<file path="src/rtl/ctrl_seq_pkg.sv">
// Shared types and constants for the instruction issue sequencer.
package ctrl_seq_pkg;

    localparam int unsigned INSTR_W         = 16;
    localparam int unsigned DEFAULT_DEPTH   = 8;
    localparam int unsigned DEFAULT_TIMEOUT = 4;

    typedef enum logic [2:0] {
        StIdle,
        StIssue,
        StSrc,
        StExec,
        StWait,
        StHalt
    } seq_state_t;

endpackage

</file>
<file path="src/rtl/ctrl_sequencer_if.sv">
// Host and control-unit signals of the issue sequencer, bundled in one interface.
interface ctrl_sequencer_if #(
    parameter int unsigned DEPTH = ctrl_seq_pkg::DEFAULT_DEPTH
);
    import ctrl_seq_pkg::*;

    logic                 push_valid;
    logic [INSTR_W-1:0]   push_data;
    logic                 push_ready;
    logic                 run;
    logic                 stall;
    logic                 err_clear;
    logic [INSTR_W-1:0]   cu_instruction;
    logic                 cu_en_i;
    logic                 cu_en_s;
    logic                 cu_en_c;
    logic                 cu_done;
    logic [INSTR_W-1:0]   cu_d_out;
    logic                 result_valid;
    logic [INSTR_W-1:0]   result_data;
    logic                 busy;
    logic [$clog2(DEPTH):0] fifo_count;
    logic [15:0]          retired;
    logic                 timeout_err;

    // Host plus control unit: drives requests and the unit's done/result.
    modport master (
        output push_valid, push_data, run, stall, err_clear, cu_done, cu_d_out,
        input  push_ready, cu_instruction, cu_en_i, cu_en_s, cu_en_c,
        input  result_valid, result_data, busy, fifo_count, retired, timeout_err
    );

    // Sequencer side.
    modport slave (
        input  push_valid, push_data, run, stall, err_clear, cu_done, cu_d_out,
        output push_ready, cu_instruction, cu_en_i, cu_en_s, cu_en_c,
        output result_valid, result_data, busy, fifo_count, retired, timeout_err
    );

endinterface

</file>
<file path="src/rtl/instr_fifo.sv">
// Synchronous instruction FIFO; head always shows the storage at the read pointer.
module instr_fifo #(
    parameter int unsigned DEPTH = 8,
    parameter int unsigned WIDTH = 16
) (
    input  logic                     clk,
    input  logic                     reset,
    input  logic                     push_i,
    input  logic [WIDTH-1:0]         push_data_i,
    input  logic                     pop_i,
    output logic [WIDTH-1:0]         head_o,
    output logic                     full_o,
    output logic                     empty_o,
    output logic [$clog2(DEPTH):0]   count_o
);

    localparam int unsigned PTR_W = $clog2(DEPTH);
    localparam int unsigned CNT_W = PTR_W + 1;

    logic [WIDTH-1:0] mem_q [DEPTH];
    logic [PTR_W-1:0] wr_ptr_q, wr_ptr_d;
    logic [PTR_W-1:0] rd_ptr_q, rd_ptr_d;
    logic [CNT_W-1:0] count_q, count_d;
    logic             push_ok;
    logic             pop_ok;

    assign full_o  = (count_q == CNT_W'(DEPTH));
    assign empty_o = (count_q == '0);
    assign count_o = count_q;
    assign head_o  = mem_q[rd_ptr_q];

    // A full FIFO rejects pushes even when a pop happens on the same edge.
    assign push_ok = push_i && !full_o;
    assign pop_ok  = pop_i && !empty_o;

    // Pointer/count next state; power-of-two depth lets pointers wrap naturally.
    always_comb begin
        wr_ptr_d = wr_ptr_q + PTR_W'(push_ok);
        rd_ptr_d = rd_ptr_q + PTR_W'(pop_ok);
        count_d  = count_q + CNT_W'(push_ok) - CNT_W'(pop_ok);
    end

    // Storage and pointer registers.
    always_ff @(posedge clk or posedge reset) begin
        if (reset) begin
            for (int i = 0; i < int'(DEPTH); i++) begin
                mem_q[i] <= '0;
            end
            wr_ptr_q <= '0;
            rd_ptr_q <= '0;
            count_q  <= '0;
        end else begin
            if (push_ok) begin
                mem_q[wr_ptr_q] <= push_data_i;
            end
            wr_ptr_q <= wr_ptr_d;
            rd_ptr_q <= rd_ptr_d;
            count_q  <= count_d;
        end
    end

endmodule

</file>
<file path="src/rtl/ctrl_sequencer.sv">
// Issue sequencer: feeds queued instructions to the control unit one at a time.
module ctrl_sequencer
    import ctrl_seq_pkg::*;
#(
    parameter int unsigned DEPTH   = DEFAULT_DEPTH,
    parameter int unsigned TIMEOUT = DEFAULT_TIMEOUT
) (
    input logic             clk,
    input logic             reset,
    ctrl_sequencer_if.slave seq_io
);

    localparam int unsigned CNT_W  = $clog2(DEPTH) + 1;
    localparam int unsigned WAIT_W = $clog2(TIMEOUT + 1);

    seq_state_t         state_q;
    logic [WAIT_W-1:0]  wait_q;
    logic               result_valid_q;
    logic [INSTR_W-1:0] result_data_q;
    logic [15:0]        retired_q;
    logic               timeout_err_q;

    logic               fifo_pop;
    logic               fifo_full;
    logic               fifo_empty;
    logic [INSTR_W-1:0] fifo_head;
    logic [CNT_W-1:0]   fifo_count;

    instr_fifo #(
        .DEPTH (DEPTH),
        .WIDTH (INSTR_W)
    ) u_fifo (
        .clk         (clk),
        .reset       (reset),
        .push_i      (seq_io.push_valid),
        .push_data_i (seq_io.push_data),
        .pop_i       (fifo_pop),
        .head_o      (fifo_head),
        .full_o      (fifo_full),
        .empty_o     (fifo_empty),
        .count_o     (fifo_count)
    );

    // The instruction-load strobe doubles as the FIFO pop.
    assign fifo_pop = (state_q == StIssue) && !seq_io.stall;

    assign seq_io.cu_en_i        = fifo_pop;
    assign seq_io.cu_en_s        = (state_q == StSrc) && !seq_io.stall;
    assign seq_io.cu_en_c        = (state_q == StExec) && !seq_io.stall;
    assign seq_io.cu_instruction = fifo_head;
    assign seq_io.push_ready     = !fifo_full;
    assign seq_io.fifo_count     = fifo_count;
    assign seq_io.result_valid   = result_valid_q;
    assign seq_io.result_data    = result_data_q;
    assign seq_io.retired        = retired_q;
    assign seq_io.timeout_err    = timeout_err_q;
    assign seq_io.busy           = (state_q != StIdle);

    // Sequencing FSM with result capture, retire count and sticky timeout flag.
    always_ff @(posedge clk or posedge reset) begin
        if (reset) begin
            state_q        <= StIdle;
            wait_q         <= '0;
            result_valid_q <= 1'b0;
            result_data_q  <= '0;
            retired_q      <= '0;
            timeout_err_q  <= 1'b0;
        end else begin
            result_valid_q <= 1'b0;
            if (seq_io.err_clear) begin
                timeout_err_q <= 1'b0;
            end
            unique case (state_q)
                StIdle: begin
                    if (!seq_io.stall && seq_io.run && !fifo_empty) begin
                        state_q <= StIssue;
                    end
                end
                StIssue: begin
                    if (!seq_io.stall) begin
                        state_q <= StSrc;
                    end
                end
                StSrc: begin
                    if (!seq_io.stall) begin
                        state_q <= StExec;
                    end
                end
                StExec: begin
                    if (!seq_io.stall) begin
                        state_q <= StWait;
                        wait_q  <= '0;
                    end
                end
                // stall has no effect here; the unit is already computing.
                StWait: begin
                    if (seq_io.cu_done) begin
                        result_data_q  <= seq_io.cu_d_out;
                        result_valid_q <= 1'b1;
                        retired_q      <= retired_q + 16'd1;
                        state_q        <= (seq_io.run && !fifo_empty) ? StIssue : StIdle;
                    end else if (wait_q == WAIT_W'(TIMEOUT - 1)) begin
                        state_q       <= StHalt;
                        timeout_err_q <= 1'b1;
                    end else begin
                        wait_q <= wait_q + WAIT_W'(1);
                    end
                end
                StHalt: begin
                    if (seq_io.err_clear) begin
                        state_q <= StIdle;
                    end
                end
                default: state_q <= StIdle;
            endcase
        end
    end

endmodule

</file>
<file path="src/flat_wrapper.sv">
// flat-port wrapper written by rule: the top's interface ports become plain ports
module ctrl_sequencer_flat import ctrl_seq_pkg::*;
#(
    parameter int unsigned DEPTH   = DEFAULT_DEPTH,
    parameter int unsigned TIMEOUT = DEFAULT_TIMEOUT
)
  (clk, reset, seq_io_push_valid, seq_io_push_data, seq_io_run, seq_io_stall, seq_io_err_clear, seq_io_cu_done, seq_io_cu_d_out, seq_io_push_ready, seq_io_cu_instruction, seq_io_cu_en_i, seq_io_cu_en_s, seq_io_cu_en_c, seq_io_result_valid, seq_io_result_data, seq_io_busy, seq_io_fifo_count, seq_io_retired, seq_io_timeout_err);
  ctrl_sequencer_if #(.DEPTH(DEPTH)) seq_io_i ();
  input logic clk;
  input logic reset;
  input wire logic [$bits(seq_io_i.push_valid)-1:0] seq_io_push_valid;
  input wire logic [$bits(seq_io_i.push_data)-1:0] seq_io_push_data;
  input wire logic [$bits(seq_io_i.run)-1:0] seq_io_run;
  input wire logic [$bits(seq_io_i.stall)-1:0] seq_io_stall;
  input wire logic [$bits(seq_io_i.err_clear)-1:0] seq_io_err_clear;
  input wire logic [$bits(seq_io_i.cu_done)-1:0] seq_io_cu_done;
  input wire logic [$bits(seq_io_i.cu_d_out)-1:0] seq_io_cu_d_out;
  output wire logic [$bits(seq_io_i.push_ready)-1:0] seq_io_push_ready;
  output wire logic [$bits(seq_io_i.cu_instruction)-1:0] seq_io_cu_instruction;
  output wire logic [$bits(seq_io_i.cu_en_i)-1:0] seq_io_cu_en_i;
  output wire logic [$bits(seq_io_i.cu_en_s)-1:0] seq_io_cu_en_s;
  output wire logic [$bits(seq_io_i.cu_en_c)-1:0] seq_io_cu_en_c;
  output wire logic [$bits(seq_io_i.result_valid)-1:0] seq_io_result_valid;
  output wire logic [$bits(seq_io_i.result_data)-1:0] seq_io_result_data;
  output wire logic [$bits(seq_io_i.busy)-1:0] seq_io_busy;
  output wire logic [$bits(seq_io_i.fifo_count)-1:0] seq_io_fifo_count;
  output wire logic [$bits(seq_io_i.retired)-1:0] seq_io_retired;
  output wire logic [$bits(seq_io_i.timeout_err)-1:0] seq_io_timeout_err;
  assign seq_io_i.push_valid = seq_io_push_valid;
  assign seq_io_i.push_data = seq_io_push_data;
  assign seq_io_i.run = seq_io_run;
  assign seq_io_i.stall = seq_io_stall;
  assign seq_io_i.err_clear = seq_io_err_clear;
  assign seq_io_i.cu_done = seq_io_cu_done;
  assign seq_io_i.cu_d_out = seq_io_cu_d_out;
  assign seq_io_push_ready = seq_io_i.push_ready;
  assign seq_io_cu_instruction = seq_io_i.cu_instruction;
  assign seq_io_cu_en_i = seq_io_i.cu_en_i;
  assign seq_io_cu_en_s = seq_io_i.cu_en_s;
  assign seq_io_cu_en_c = seq_io_i.cu_en_c;
  assign seq_io_result_valid = seq_io_i.result_valid;
  assign seq_io_result_data = seq_io_i.result_data;
  assign seq_io_busy = seq_io_i.busy;
  assign seq_io_fifo_count = seq_io_i.fifo_count;
  assign seq_io_retired = seq_io_i.retired;
  assign seq_io_timeout_err = seq_io_i.timeout_err;
  ctrl_sequencer #(.DEPTH(DEPTH), .TIMEOUT(TIMEOUT)) u_core (.clk(clk), .reset(reset), .seq_io(seq_io_i));
endmodule
</file>
<file path="config.mk">
export PLATFORM = sky130hd
export DESIGN_NAME = ctrl_sequencer_flat
export DESIGN_NICKNAME = d
export VERILOG_FILES = /design/src/rtl/ctrl_seq_pkg.sv /design/src/rtl/ctrl_sequencer_if.sv /design/src/rtl/instr_fifo.sv /design/src/rtl/ctrl_sequencer.sv /design/src/flat_wrapper.sv
export SDC_FILE = /design/constraint.sdc
export NUM_CORES = 1
export LEC_CHECK = 0
export ABC_AREA = 1
export BUFFER_PORTS_ARGS = -buffer_cell sky130_fd_sc_hd__buf_2
export CAP_MARGIN = 10
export CORE_MARGIN = 1
export CORE_UTILIZATION = 50
export DETAILED_ROUTE_END_ITERATION = 6
export PLACE_DENSITY = 0.79
export SKIP_CTS_REPAIR_TIMING = 1
export SLEW_MARGIN = 40
export SYNTH_ARGS = -nofsm -noshare
export SYNTH_HDL_FRONTEND = slang
export SYNTH_SLANG_ARGS = --single-unit
export TNS_END_PERCENT = 20
</file>
<file path="constraint.sdc">
create_clock -name clk -period 6.8 [get_ports clk]
set_clock_uncertainty 0.15 [all_clocks]
set_input_delay 0.68 -clock clk [delete_from_list [all_inputs] [get_ports clk]]
set_output_delay 0.68 -clock clk [all_outputs]
set_load 0.02 [all_outputs]
</file>
== After elaboration in Yosys (flattened, before gate mapping) ==
Cells that the tools add are included.

* Bits in registers: 178
* Output and inout port bits: 59
* Logic and storage cells: 87

* Add/subtract/negate cells: 6
* Order comparisons: 3
* Eq/ne operators: 15
* Muxes and demuxes: 25
* Bitwise gates (word level): 2
* Reductions and logical operators: 19

{| class="wikitable"
|+ Operator list
! operator !! number
|-
| $bwmux W128 || 1
|-
| $bmux W16 S3 || 1
|-
| $demux W16 S3 || 1
|-
| $mux W16 || 3
|-
| $mux W3 || 10
|-
| $pmux W3 S6 || 1
|-
| $add A16 B1 Y16 const B || 1
|-
| $ne A2 B2 Y1 const B || 6
|-
| $eq A3 B2 Y1 const B || 3
|-
| $logic_and A1 B1 Y1 || 9
|-
| $ge A4 B4 Y1 const B || 2
|-
| $not A3 Y4 || 2
|-
| $mux W1 || 7
|-
| $add A3 B1 Y3 || 2
|-
| $eq A3 B3 Y1 const B || 2
|-
| $pmux W3 S2 || 1
|-
| $reduce_and A6 Y1 || 1
|-
| $add A4 B1 Y4 || 1
|-
| $eq A4 B4 Y1 const B || 1
|-
| $logic_not A4 Y1 || 1
|-
| $lt A4 B1 Y1 const B || 1
|-
| $reduce_and A4 Y1 || 1
|-
| $sub A4 B1 Y4 || 1
|-
| $add A3 B1 Y3 const B || 1
|-
| 8 further kinds || 10
|}

== Depth between registers and ports, before layout ==
* Word-level depth: 6
* Depth in mapped cells: 12
* Gate-level depth less buffers: 11

== Hierarchy ==
A second synthesis with hierarchy kept.

* Cell total of the unflattened synthesis: 1313
* Area, all modules: 9914.5 µm²

{| class="wikitable"
|+ Modules (own cells, without submodules)
! module !! instances !! cells an instance !! area an instance (µm²) !! sequential area each (µm²)
|-
| instr_fifo || 1 || 1067 || 7945.1 || 3453.3
|-
| ctrl_sequencer || 1 || 246 || 1969.4 || 1001.0
|}

== Least setup slack after synthesis ==
Ideal clock, no wire load.

* Path kind: flip-flop to flip-flop
* From: register u_core.u_fifo.count_q[2], in the netlist u_core.u_fifo.count_o[2]
* To: register u_core.u_fifo.count_q[2], in the netlist u_core.u_fifo.count_o[2]
* Arrival: 2218 ps
* Setup slack: 4310 ps
* Stages on the path, launching flop included: 13
* Period minus slack after synthesis: 2490 ps
* Path through: dfrtp_1 > inv_1 > ha_1 > nand3_2 > and2_4 > buf_12 > inv_1 > ha_1 > inv_1 > ha_1 > inv_1 > fa_1 > xnor2_1

* Cells in the longest elaborated chain, start to end: 5
* Elaborated cells between the ends (all ways): 8
* Classes of those cells: 2 x add/sub; 1 x eq/ne; 5 x reduce/logical

{| class="wikitable"
|+ Ends and longest elaborated chain
! item !! line !! RTL
|-
| start, declared || instr_fifo.sv:23 || <nowiki>logic [CNT_W-1:0] count_q, count_d;</nowiki>
|-
| start signal, assigned || instr_fifo.sv:58 || <nowiki>count_q <= count_d;</nowiki>
|-
| $eq A4 B4 Y1 || instr_fifo.sv:27 || <nowiki>assign full_o = (count_q == CNT_W'(DEPTH));</nowiki>
|-
| $logic_not A1 Y1 || -- ||
|-
| named net seq_io_push_ready || flat_wrapper.sv:18 || <nowiki>output wire logic [$bits(seq_io_i.push_ready)-1:0] seq_io_push_ready;</nowiki>
|-
| $logic_and A1 B1 Y1 || instr_fifo.sv:33 || <nowiki>assign push_ok = push_i && !full_o;</nowiki>
|-
| $add A4 B1 Y4 || instr_fifo.sv:40 || <nowiki>count_d = count_q + CNT_W'(push_ok) - CNT_W'(pop_ok);</nowiki>
|-
| $sub A4 B1 Y4 || instr_fifo.sv:40 ||
|-
| named net u_core.u_fifo.count_d[2] || instr_fifo.sv:23 ||
|}

The timed path passes the listed nets, and every way through them passes these cells.
A chain may end at the register's enable or synchronous reset.

== Worst setup path after layout ==
* From: register u_core.u_fifo.rd_ptr_q[0]
* To: output seq_io_cu_instruction[10]

* Cells in the longest elaborated chain, start to end: 4

{| class="wikitable"
|+ Ends and longest elaborated chain
! item !! line !! RTL
|-
| start, declared || instr_fifo.sv:22 || <nowiki>logic [PTR_W-1:0] rd_ptr_q, rd_ptr_d;</nowiki>
|-
| start signal, assigned || instr_fifo.sv:57 || <nowiki>rd_ptr_q <= rd_ptr_d;</nowiki>
|-
| $not A3 Y4 (implied by the code) || instr_fifo.sv:30 || <nowiki>assign head_o = mem_q[rd_ptr_q];</nowiki>
|-
| $bmux W16 S3 || instr_fifo.sv:30 ||
|-
| $mux W16 (implied by the code) (2 in a row) || instr_fifo.sv:30 ||
|-
| end, declared || flat_wrapper.sv:19 || <nowiki>output wire logic [$bits(seq_io_i.cu_instruction)-1:0] seq_io_cu_instruction;</nowiki>
|}

Every way passes these cells. The select of a mux whose other input is x is not followed.

==> impl_metrics.ini <==
[status]
status = complete, no violations

[global_route]
grt_pass1_vias = 6406
grt_pass1_wl_um = 32100
antenna_found_initial = 1
grt_usage_pct = 23.3
grt-ovfl-total = 0
grt_max_degree = 67

[floorplan]
row_count = 47
io_pins = 98
dieWidth_um = 132
start_util_pct = 50.9
fp.coreArea_um2 = 16500
die-area_um2 = 17400
fp.dieH_um = 132

[logic_synthesis]
postSynthAreaPerCell_um2 = 8.38
yosysTopAreaCellShare_pct = 52.9
synth_area_leaders = dfrtp_1 (53%), nand2_1 (13%), o21ai_0 (7.4%)
ys_types = 34
ys_ff_latch = 178
synth_cells = 1004
synth_top_area_cell = dfrtp_1
ys_seq_area_share_pct = 52.9
syn-cell-area_um2 = 8410
syn-num-nets = 1057
yosysWarnings = 0

[detailed_routing]
wl_per_cell_um = 14.8
drt_iter0_drc = 560
post-route-drc-count = 0
wirelength_um = 19300
detailedRoute.firstPassIterationCount = 5
vias_per_cell = 5.30
drtAntennaViolNets = 0
vias = 6914

[final_layout]
syn2layout_area_growth_pct = 12.6
final_common_cell = nand2_1
layout-drive-gt1-share_pct = 15.6
final_cell_mix = nand2_1 (294), dfrtp_1 (176), o21ai_0 (125)
finish.utilization_pct = 57.4
nets = 1124

[sta]
clock.fmax_ghz = 0.301
worst_slack_ns = 3.47
rsz0062_at_grt = false
min_period_ns = 3.33
hold_viol_final = 0
setup_tns_ns = 0
worst-slew-pin-transition_ns = 0.749
period_share_pct = 48.9
maxSlewHeadroom_pct = 50.0
slew_viol_final = 0
finalSetupViolCount = 0

[setup_path]
ff2ff_setup_slack_ns = 4.31
cp_max_fo = 66
endpoint_kind = primary output
critPathLaunchType = register
critPathKind = reg -> out
crit_arrival_ns = 2.50
required_ns = 5.97

[cts]
clk_path_buf_depth = 2
tritoncts = done
htree_num_levels = 4
clk_latency_ns = 0.43
cts.clk_slew.worst_paths_ns = 0.07
clockRootBuffer = clkbuf_16
cts.sinks = 178
numCtsBuffers = 17

[power]
vdd_ir_drop_max_v = 0.000305
switching_share_pct = 43.3
pwr-share-clk_pct = 20.2
leakage_nw = 4.73
combPwrFrac_pct = 40.9
pwr_density_cell_nw_per_um2 = 489
intPower_mw = 2.63
power_frac_seq_pct = 38.9
p_sw_mw = 2.01

[hold_path]
hold_path.class = in -> async

[placement]
port_buffers = 97
hpwl_um = 11700
dp_slack_ns = 3.97
routabilityCongestion = 0.811

[run]
drv_cap = 0
## synthesized netlist by cell type, drive strengths merged
cell	count
a21oi	1
and2	1
buf	38
clkbuf	15
dfrtp	178
fa	1
ha	13
inv	54
nand2	295
nand3	16
nand3b	1
nand4	19
nor2	126
nor3	2
nor3b	1
o21ai	230
o22ai	1
or2	1
xnor2	5
xor2	6
## layer usage
layer	GRT usage, %	vias to the layer above	part of all wire [%]
li1	-	3399	-
met1	32.7	3291	46
met2	36.7	208	48
met3	5.05	16	5.4
met4	6.01	0	0.90
met5	0	-	0
## sequential cells by signal, summed over array words and instances (netlist names)
signal                      count
u_core.seq_io.retired          16
u_core.u_fifo.rd_ptr_q          3
u_core.wait_q                   3
u_core.u_fifo.count_o           4
u_core.u_fifo.mem_q           128
u_core.seq_io.result_data      16
u_core.state_q                  3
u_core.u_fifo.wr_ptr_q          3
u_core.seq_io.timeout_err       1
u_core.seq_io.result_valid      1
## cell families (layout without fill, tap and decap cells)
group,after synthesis,count (layout),share of synthesized area [%]
buf+inv,107,187,6.33
compound gates,232,232,14.3
fa+ha+maj,14,14,2.17
simple gates,462,462,23.1
xor+xnor,11,11,1.14
other cells,0,1,0
flops,178,178,52.9
## power groups by stage
stage	registers, mW	clock network [mW]	logic, mW
2_1_floorplan	1.80	0	1.37
3_3_place_gp	1.79	0	1.83
3_5_place_dp	1.81	0	1.89
4_1_cts	1.80	0.946	1.90
5_1_grt	1.85	0.990	2.14
6_report	1.80	0.936	1.90
## through the flow
stage	total power [mW]	cells	cell area [µm²]	hold WS [ns]
after floorplan	3.18	1004	8410	0.292
after global placement	3.62	1272	8880	0.308
after CTS	4.64	1304	9470	0.170
after global routing	4.98	1304	9480	0.196
after detailed placement	3.70	1272	8910	0.310
final	4.64	1305	9480	0.151
## path summary, 6_finish.rpt
check | cells after the start | from | to
worst max-delay path | 7 | u_core.u_fifo.rd_ptr_q[0] | seq_io_cu_instruction[10]
worst min-delay path | 2 | reset | u_core.u_fifo.count_o[0]
worst max register to register | 10 | u_core.state_q[0] | u_core.u_fifo.count_o[2]
worst min register to register | 2 | u_core.seq_io.result_data[4] | u_core.seq_io.result_data[4]
max in group asynchronous | 3 | reset | u_core.u_fifo.rd_ptr_q[2]
min in group clk | 3 | seq_io_cu_d_out[2] | u_core.seq_io.result_data[2]
## worst max-delay path, cell delays in order (launching register included)
cell and delay, ns:
dfrtp_2 0.34, buf_4 0.53, inv_4 0.41, o21ai_0 0.24, o21ai_0 0.12, nand2_1 0.08
nand2_1 0.13, buf_2 0.18
## area by class of cell
cell class                 instances  area, µm²
fill                            1468       7050
sequential                       178       4460
multi-input combinational        719       3450
timing repair buffer             101        519
clock buffer                      18        439
tap                              220        275
inverter                          54        210
clock inverter                    14        121
antenna                            1       2.50
Note: power is estimated with default switching activity, not from simulation.
